### config.mk
export PLATFORM = sky130hd
export DESIGN_NAME = dvp_pxl_dma_ctrl
export DESIGN_NICKNAME = d
export VERILOG_FILES = /design/src/rtl/dvp_pxl_dma_ctrl_pkg.sv /design/src/rtl/dvp_dma_beat_cnt.sv /design/src/rtl/dvp_pxl_dma_ctrl.sv
export SDC_FILE = /design/constraint.sdc
export NUM_CORES = 1
export LEC_CHECK = 0
export ABC_AREA = 1
export CORE_ASPECT_RATIO = 0.5
export CORE_MARGIN = 3
export CORE_UTILIZATION = 38
export CTS_BUF_LIST = sky130_fd_sc_hd__clkbuf_4 sky130_fd_sc_hd__clkbuf_8
export DETAILED_ROUTE_END_ITERATION = 8
export GPL_TIMING_DRIVEN = 1
export PLACE_DENSITY = 0.79
export SYNTH_ARGS = -nofsm -noshare
export SYNTH_HDL_FRONTEND = slang
export SYNTH_SLANG_ARGS = --single-unit
### constraint.sdc
create_clock -name clk -period 1.44 [get_ports clk]
set_input_delay 0.144 -clock clk [delete_from_list [all_inputs] [get_ports clk]]
set_output_delay 0.144 -clock clk [all_outputs]
set_load 0.01 [all_outputs]
### src/rtl/dvp_pxl_dma_ctrl_pkg.sv
// Shared types and constants for the DVP pixel write-DMA sequencer.
// Holds the FSM encoding, AXI response codes and the burst sizing helpers.
package dvp_pxl_dma_ctrl_pkg;

  typedef enum logic [2:0] {
    IDLE      = 3'd0,
    WAIT_DATA = 3'd1,
    ADDR      = 3'd2,
    DATA      = 3'd3,
    RESP      = 3'd4
  } dma_state_t;

  localparam logic [1:0] RESP_OKAY = 2'b00;

  // AWSIZE encodes bytes per beat as log2
  function automatic int awsize_f(input int data_w);
    return $clog2(data_w / 8);
  endfunction

  function automatic int burst_bytes_f(input int burst_len, input int data_w);
    return burst_len * (data_w / 8);
  endfunction

endpackage

### src/rtl/dvp_dma_beat_cnt.sv
// Counts accepted W beats within a burst and flags the final beat.
// Wraps to zero on the last handshake so the next burst starts clean.
module dvp_dma_beat_cnt #(
  parameter int BURST_LEN = 16
) (
  input  logic clk,
  input  logic rst_n,
  input  logic active,
  input  logic beat_en,
  output logic wlast
);

  localparam int BEAT_W = (BURST_LEN > 1) ? $clog2(BURST_LEN) : 1;
  localparam logic [BEAT_W-1:0] LAST_BEAT = BEAT_W'(BURST_LEN - 1);

  logic [BEAT_W-1:0] beat_cnt;

  assign wlast = active & (beat_cnt == LAST_BEAT);

  always_ff @(posedge clk or negedge rst_n) begin
    if (!rst_n) begin
      beat_cnt <= '0;
    end else if (beat_en) begin
      beat_cnt <= wlast ? '0 : beat_cnt + BEAT_W'(1);
    end
  end

endmodule

### src/rtl/dvp_pxl_dma_ctrl.sv
// Write-DMA sequencer: drains the DVP pixel FIFO into memory as fixed-length
// AXI4 INCR bursts, one frame per accepted frame_start_i.
module dvp_pxl_dma_ctrl
  import dvp_pxl_dma_ctrl_pkg::*;
#(
  parameter int DATA_W            = 32,
  parameter int ADDR_W            = 32,
  parameter int MST_ID_W          = 5,
  parameter int MST_ID            = 0,
  parameter int TRANS_DATA_LEN_W  = 8,
  parameter int TRANS_DATA_SIZE_W = 3,
  parameter int TRANS_RESP_W      = 2,
  parameter int BURST_LEN         = 16,
  parameter int FRAME_WORDS       = 19200,
  parameter int LVL_W             = 8
) (
  input  logic                         clk,
  input  logic                         rst_n,
  input  logic                         dvp_en_i,
  input  logic [ADDR_W-1:0]            pxl_mem_base_i,
  input  logic                         frame_start_i,
  input  logic [LVL_W-1:0]             fifo_lvl_i,
  input  logic [DATA_W-1:0]            pxl_data_i,
  input  logic                         pxl_valid_i,
  output logic                         pxl_ready_o,
  output logic [MST_ID_W-1:0]          m_awid_o,
  output logic [ADDR_W-1:0]            m_awaddr_o,
  output logic [TRANS_DATA_LEN_W-1:0]  m_awlen_o,
  output logic [TRANS_DATA_SIZE_W-1:0] m_awsize_o,
  output logic                         m_awvalid_o,
  input  logic                         m_awready_i,
  output logic [DATA_W-1:0]            m_wdata_o,
  output logic                         m_wlast_o,
  output logic                         m_wvalid_o,
  input  logic                         m_wready_i,
  input  logic [TRANS_RESP_W-1:0]      m_bresp_i,
  input  logic                         m_bvalid_i,
  output logic                         m_bready_o,
  output logic                         busy_o,
  output logic                         frame_done_o,
  output logic                         err_o
);

  localparam int WC_W = $clog2(FRAME_WORDS + 1);
  localparam logic [ADDR_W-1:0] BURST_BYTES = ADDR_W'(burst_bytes_f(BURST_LEN, DATA_W));
  localparam logic [WC_W-1:0]   BURST_WORDS = WC_W'(BURST_LEN);
  localparam logic [WC_W-1:0]   FRAME_TOTAL = WC_W'(FRAME_WORDS);
  localparam logic [LVL_W:0]    BURST_LVL   = (LVL_W + 1)'(BURST_LEN);

  dma_state_t        state_q, state_d;
  logic [ADDR_W-1:0] addr_q;
  logic [WC_W-1:0]   word_cnt_q;
  logic              busy_q, done_q, err_q;

  logic lvl_ok, w_hs, b_hs, frame_last, start_ok;

  assign lvl_ok     = {1'b0, fifo_lvl_i} >= BURST_LVL;
  assign w_hs       = (state_q == DATA) & pxl_valid_i & m_wready_i;
  assign b_hs       = (state_q == RESP) & m_bvalid_i;
  assign frame_last = (word_cnt_q + BURST_WORDS) == FRAME_TOTAL;
  assign start_ok   = (state_q == IDLE) & frame_start_i & dvp_en_i;

  assign m_awid_o     = MST_ID_W'(MST_ID);
  assign m_awlen_o    = TRANS_DATA_LEN_W'(BURST_LEN - 1);
  assign m_awsize_o   = TRANS_DATA_SIZE_W'(awsize_f(DATA_W));
  assign m_awaddr_o   = addr_q;
  assign busy_o       = busy_q;
  assign frame_done_o = done_q;
  assign err_o        = err_q;

  dvp_dma_beat_cnt #(
    .BURST_LEN (BURST_LEN)
  ) u_beat_cnt (
    .clk     (clk),
    .rst_n   (rst_n),
    .active  (state_q == DATA),
    .beat_en (w_hs),
    .wlast   (m_wlast_o)
  );

  always_ff @(posedge clk or negedge rst_n) begin
    if (!rst_n) begin
      state_q <= IDLE;
    end else begin
      state_q <= state_d;
    end
  end

  // Once AW is issued, dvp_en_i is ignored until the B response retires the burst
  always_comb begin
    state_d     = state_q;
    m_awvalid_o = 1'b0;
    m_wvalid_o  = 1'b0;
    m_wdata_o   = '0;
    pxl_ready_o = 1'b0;
    m_bready_o  = 1'b0;
    case (state_q)
      IDLE: begin
        if (frame_start_i && dvp_en_i) state_d = WAIT_DATA;
      end
      WAIT_DATA: begin
        if (lvl_ok)         state_d = ADDR;
        else if (!dvp_en_i) state_d = IDLE;
      end
      ADDR: begin
        m_awvalid_o = 1'b1;
        if (m_awready_i) state_d = DATA;
      end
      DATA: begin
        m_wvalid_o  = pxl_valid_i;
        m_wdata_o   = pxl_data_i;
        pxl_ready_o = m_wready_i;
        if (w_hs && m_wlast_o) state_d = RESP;
      end
      RESP: begin
        m_bready_o = 1'b1;
        if (m_bvalid_i) begin
          if (frame_last || !dvp_en_i) state_d = IDLE;
          else                         state_d = WAIT_DATA;
        end
      end
      default: state_d = IDLE;
    endcase
  end

  always_ff @(posedge clk or negedge rst_n) begin
    if (!rst_n) begin
      addr_q     <= '0;
      word_cnt_q <= '0;
      busy_q     <= 1'b0;
      done_q     <= 1'b0;
      err_q      <= 1'b0;
    end else begin
      busy_q <= (state_d != IDLE);
      done_q <= b_hs & frame_last;
      if (start_ok) begin
        addr_q     <= pxl_mem_base_i;
        word_cnt_q <= '0;
        err_q      <= 1'b0;
      end else if (b_hs) begin
        addr_q     <= addr_q + BURST_BYTES;
        word_cnt_q <= word_cnt_q + BURST_WORDS;
        if (m_bresp_i != TRANS_RESP_W'(RESP_OKAY)) err_q <= 1'b1;
      end
    end
  end

endmodule

==> results of run 1 <==
## final cells by class
cell class / count / area (um2) / share of cell area
timing repair buffer: 276 / 2810 / 0.3886
sequential: 53 / 1331 / 0.1841
clock inverter: 1 / 7.507 / 0.001038
clock buffer: 7 / 83.83 / 0.01159
inverter: 78 / 325.3 / 0.04498
multi-input combinational: 367 / 2527 / 0.3495
tap: 117 / 146.4 / 0.02024
## worst max-delay path, cell delays in order, from the launching register on
cell and delay [ns]:
dfrtp_1 0.40, buf_4 0.18, nand3_4 0.10, o21bai_1 0.24, nand2_1 0.12, nor2_1 0.13, nand3_1 0.18, o21bai_1 0.23
nand2_1 0.09, nand2_1 0.11, nand2_1 0.07
## sequential cells by signal (all words and copies together), names as in the netlist
register and count:
state_q 3, err_o 1, busy_o 1, u_beat_cnt.beat_cnt 4, word_cnt_q 11, m_awaddr_o 32, frame_done_o 1
## where the power goes
part | total [uW] | switching, uW | leakage (uW) | internal [uW]
sequential | 2700 | 636 | 0.000670 | 2060
combinational | 7250 | 3600 | 0.00283 | 3650
clock | 967 | 583 | 0.0000453 | 385
total | 10900 | 4820 | 0.00355 | 6090
## synth_stat cells, types with 6 or more instances
cell type	number
buf_4	19
nand4_1	14
nand2_1	137
nor3_1	6
nor2_1	68
o21ai_1	10
nand3_1	35
o21ai_0	13
dfrtp_1	53
inv_2	6
o211ai_1	11
inv_1	72
buf_2	6
nand2_2	7
xor2_1	11
## per-layer routing
metal | up-vias | global-route usage
met5 | - | 0
met4 | 0 | 0.08325
met3 | 204 | 0.05395
met2 | 516 | 0.4470
met1 | 2445 | 0.2886
li1 | 2127 | -
## worst min path at each step
stage,endpoint,cells past startpoint,start,slack [ns]
2_1_floorplan,busy_o$_DFF_PN0_,0,rst_n,-0.15
3_3_place_gp,m_awaddr_o[31]$_DFFE_PN0P_,2,rst_n,0.16
3_5_place_dp,m_awaddr_o[31]$_DFFE_PN0P_,2,rst_n,0.16
4_1_cts,m_awaddr_o[26]$_DFFE_PN0P_,3,rst_n,0.35
5_1_grt,m_awaddr_o[31]$_DFFE_PN0P_,3,rst_n,0.37
6_report,m_awaddr_o[25]$_DFFE_PN0P_,3,rst_n,0.31
## stage by stage
step           cell area [um2]  utilization  power [uW]  setup TNS, ns  worst slack (ns)
6_report                  7232       0.8136       10910         -17.54           -0.5227
5_1_grt                   7232       0.8136       11270         -23.92           -0.5594
4_1_cts                   6186       0.6959        8806         -4.252           -0.2405
3_5_place_dp              5667       0.6375        7447         -6.138           -0.2670
3_3_place_gp              5667       0.6375        7330         -3.918           -0.1851
2_1_floorplan             3621            -        4553        -0.7322           -0.1565
## cell families (layout without fill, tap and decap cells)
family / Yosys count / in the layout / share of synthesized area
fa+ha+maj: 4 / 4 / 0.01411
buf+inv: 107 / 362 / 0.1354
simple gates: 285 / 285 / 0.3580
compound gates: 47 / 47 / 0.07936
other cells: 2 / 16 / 0.002117
xor+xnor: 15 / 15 / 0.03704
flops: 53 / 53 / 0.3739
## repair_timing
item	4_1_cts	5_1_grt
resized for setup	265	188
endpoints found under the hold margin	53	0
cloned	2	6
setup endpoints to repair	100	90
buffers inserted	27	30
hold buffers	1	0
pin swaps	24	57
==> summary.txt, run 1 <==
DRC errors left = 0
R2R depth = 10
Worst setup startpoint = word_cnt_q[4]$_DFFE_PN0P_
Clock transition at path regs = 0.11 ns
f_max = 509.5 MHz
FILL cells = 421
post-route worst setup slack = -0.5227 ns
worst voltage drop across the vdd grid = 1.047 mV
leakage power = 0.003546 uW
setup repair after global routing missed its margin = yes
residual antenna-violating net count after detailed routing = 0
placed insts = 834
core area = 0.008889 mm2
Initial Util = 0.3991
Crit path required time = 1.67 ns
Congestion Overflow GR = 0
Skew-Pair Late Insertion Delay = 0.34 ns
Syn. warnings = 0
Worst Clk Skew = 0.01231 ns
Final setup violation count = 88
cell count after synthesis = 513
number of iterations in the first detailed-routing pass = 6
actual transition at the worst max-transition pin = 0.5055 ns
final slew viol count = 0
end point of the critical path = busy_o$_DFF_PN0_
Ports = 170
Die Width = 142.6 um
failing checks = setup timing
async set-or-reset flop fraction in the synthesized netlist = 1.000
number of violations of the max-capacitance limit = 0
vertical die dimension = 74.32 um
area growth from synthesis to layout = 103.9%
share of the clock period used by the worst path after layout = 1.363
capture instance of the worst register-to-register path = busy_o$_DFF_PN0_
vias per std cell = 5.887
total number of vias = 5292
Layout Cells excl Fill = 899
detail-routed net length per standard cell = 21.41 um
HPWL reported at the end of detailed placement = 8963 um
global-route wire length before repair = 20670 um
power density relative to cell area = 1509 mW/mm2
tightest slew margin relative to the limit = 0.6604
maximum level of the CTS H-tree = 2
vias in the first global route = 4340
Num Clock Sinks = 53
Reg-to-Reg Start = word_cnt_q[4]$_DFFE_PN0P_
CP Max Fanout = 5
mean instance size in the synthesized netlist = 6.915 um2
Final Routed Wirelength = 19250 um
initial antenna violation count = 0
count of unique library cells instantiated by Yosys = 37
number of buffers inserted by port buffering = 149
count of routing violations after the opening detailed-route iteration = 690
Total Routing Usage GR = 0.2438
top cell type's share of synthesized area = 0.3739
Synth Flop Type = dfrtp_1
commonest cells after routing, fill and taps aside = nand2_1, clkdlybuf4s50_1, buf_4
worst setup path category = flop to flop
count of flip-flops with a built-in enable after synthesis = 0
Max clock buf depth = 2
kind of capture point of the worst setup path = flop
top sig layer = met4
TritonCTS clock tree = done
share of layout cells above drive strength 1 = 0.4130
met1 WL = 6207 um
largest area contributor in the netlist = dfrtp_1
worst reg2reg setup slack = -0.52 ns
routed length on met3 = 2132 um
cells taking the most area after synthesis = dfrtp_1, nand2_1, inv_1
run status = finished with violations
endpoint arrival time on the critical path = 2.19 ns
layout net count = 867
most common library cell in the layout ignoring fill and taps = nand2_1
met2 wire len = 9224 um
routability congestion estimate = 0.9407
number of antenna cells inserted = 0
cell area after synthesis = 0.003547 mm2
Root Buffer Master = clkbuf_8
flip-flop and latch count after synthesis = 53
kind of start point of the critical path = flop
standard-cell rows = 24
worst slack on hold paths = 0.3107 ns
overall die area = 0.01060 mm2
Hold Vio Cnt, Final = 0
Inserted Clock Buffers = 5
clock period minus final worst setup slack = 1.963 ns
post-synthesis sequential area ratio = 0.3739
Hold Crit Class = input pin to async pin
pin count of the biggest net entering global routing = 54
Power figures use the tool's default switching activity.
==> inputs of run 2 (changes only) <==
--- a/config.mk
+++ b/config.mk
@@ -6,7 +6,8 @@
 export NUM_CORES = 1
 export LEC_CHECK = 0
 export ABC_AREA = 1
-export CORE_ASPECT_RATIO = 0.5
+export CAP_MARGIN = 40
+export CORE_ASPECT_RATIO = 0.75
 export CORE_MARGIN = 3
 export CORE_UTILIZATION = 38
 export CTS_BUF_LIST = sky130_fd_sc_hd__clkbuf_4 sky130_fd_sc_hd__clkbuf_8
==> constraint.sdc (replaced) <==
create_clock -name clk -period 1.7 [get_ports clk]
set_input_delay 0.17 -clock clk [delete_from_list [all_inputs] [get_ports clk]]
set_output_delay 0.17 -clock clk [all_outputs]
set_load 0.01 [all_outputs]
==> run 2 against run 1 <==
Global-route usage fell by 2.8 points. Clock skew decreased by 0.0031 ns. Total power shrank 37%. Register-to-register slack better by 0.55 ns. The run now ends clean.
==> summary.txt, run 2 (synthesized netlist as in run 1, its figures left out) <==
run status = completed
leakage power = 0.002726 uW
Clock transition at path regs = 0.10 ns
f_max = 599.3 MHz
pin count of the biggest net entering global routing = 29
Hold Crit Class = input pin to async pin
TritonCTS clock tree = done
worst reg2reg setup slack = 0.03 ns
number of antenna cells inserted = 0
share of layout cells above drive strength 1 = 0.1774
number of iterations in the first detailed-routing pass = 5
Worst Clk Skew = 0.009246 ns
HPWL reported at the end of detailed placement = 9072 um
Ports = 170
most common library cell in the layout ignoring fill and taps = nand2_1
total number of vias = 3964
cell family contributing the most delay on the critical path = buffers and inverters
Final setup violation count = 0
slowest cell on the critical path = dfrtp_2
Initial Util = 0.4040
final instance area = 0.005518 mm2
worst setup path category = flop to flop
power density relative to cell area = 1243 mW/mm2
standard-cell rows = 29
endpoint arrival time on the critical path = 1.91 ns
maximum level of the CTS H-tree = 2
global-route wire length before repair = 18370 um
Max clock buf depth = 2
capture instance of the worst register-to-register path = m_awaddr_o[10]$_DFFE_PN0P_
Worst setup startpoint = state_q[0]$_DFF_PN0_
summed negative setup slack over all endpoints = 0 ns
instance area at placement = 0.005289 mm2
final slew viol count = 0
Worst path depth = 8
max FFs per register = 32
detail-routed net length per standard cell = 14.48 um
R2R depth = 8
Hold Vio Cnt, Final = 0
number of buffers inserted by port buffering = 149
end point of the critical path = m_awaddr_o[10]$_DFFE_PN0P_
residual antenna-violating net count after detailed routing = 0
CP Max Fanout = 14
delay contributed by the slowest stage of the critical path = 0.48 ns
worst slack on hold paths = 0.3302 ns
Final Routed Wirelength = 11910 um
DRC errors left = 0
initial antenna violation count = 0
worst voltage drop across the vdd grid = 0.6354 mV
setup repair after global routing missed its margin = yes
routability congestion estimate = 0.9438
kind of capture point of the worst setup path = flop
commonest cells after routing, fill and taps aside = nand2_1, clkdlybuf4s50_1, inv_1
count of routing violations after the opening detailed-route iteration = 211
total design power = 6858 uW
total buffers and inverters traversed by the critical path = 4
vias per std cell = 4.817
area growth from synthesis to layout = 55.56%
clock period minus final worst setup slack = 1.669 ns
Crit path required time = 1.95 ns
Total Routing Usage GR = 0.2157
list of cells traversed by the critical path = buf_6, nor2_4, nand4_1, inv_2, buf_12, clkbuf_16, nand2_1, o211ai_1
core area = 0.008781 mm2
layout net count = 784
Die Width = 117.6 um
Reg-to-Reg Start = state_q[0]$_DFF_PN0_
vertical die dimension = 89.67 um
share of the clock period used by the worst path after layout = 0.9816
Skew-Pair Late Insertion Delay = 0.32 ns
kind of start point of the critical path = flop
Num Clock Sinks = 53
vias in the first global route = 3900
Root Buffer Master = clkbuf_8
overall die area = 0.01054 mm2
Inserted Clock Buffers = 5
number of violations of the max-capacitance limit = 0
Congestion Overflow GR = 0
-- run 2: changes by cell type in the layout (fill, tap and decap cells not counted), moves of 22 or more --
cell,previous run,this run
nor2_1,29,62
buf_6,57,3
clkbuf_2,1,26
nand2_1,97,134
buf_4,77,35
clkdlybuf4s50_1,89,111
nor2_4,37,4
-- run 2: worst reg2reg max path: cells and delay by family, from the launching register on --
family,cells,cell delay (ns)
AOI/OAI and AO/OA,1,0.08
and+or+nand+nor,3,0.39
DFF,1,0.48
buffers and inverters,4,0.66
-- run 2: routing by layer --
layer | share of wire | GRT usage | vias to the layer above
met5 | 0 | 0 | -
met3 | 0.084 | 0.06137 | 15
met2 | 0.49 | 0.3821 | 175
li1 | - | - | 1953
met1 | 0.41 | 0.2576 | 1821
met4 | 0.020 | 0.07766 | 0
-- run 2: final cells by class --
type	instances	area (um2)
clock buffers	5	68.82
clock inverters	3	46.29
fillers	786	3263
inverters	78	297.8
multi-input cells	368	1886
flip-flops and latches	53	1330
well taps	124	155.1
repair buffers	192	1734
-- run 2: how the worst min path moves through the flow --
stage,endpoint,cells after the start
finish,word_cnt_q[8]$_DFFE_PN0P_,2
detailed placement,m_awaddr_o[16]$_DFFE_PN0P_,1
global placement,m_awaddr_o[16]$_DFFE_PN0P_,1
CTS,word_cnt_q[8]$_DFFE_PN0P_,2
floorplan,busy_o$_DFF_PN0_,0
global route,frame_done_o$_DFF_PN0_,2
-- run 2: timing repair --
item / in CTS / in global routing
buffers inserted: 2 / 11
pin swaps: 1 / 10
hold buffers: 1 / 0
resized for setup: 53 / 77
endpoints found under the setup margin: 39 / 74
hold endpoints to repair: 18 / 0
gates cloned: 1 / 1
-- run 2: report_power, final --
part / leakage (uW) / internal, uW / switching, uW
Combinational: 0.00200 / 1840 / 1770
Sequential: 0.000672 / 1740 / 601
Clock: 0.0000543 / 441 / 455
-- run 2: through the flow --
stage,worst slack (ns),utilization,instances
final,0.03126,0.6284,823
after global routing,-0.1445,0.6284,823
after CTS,-0.1741,0.6186,811
after detailed placement,-0.03460,0.6023,799
after global placement,0.0006288,0.6023,799
after floorplan,0.1023,-,527
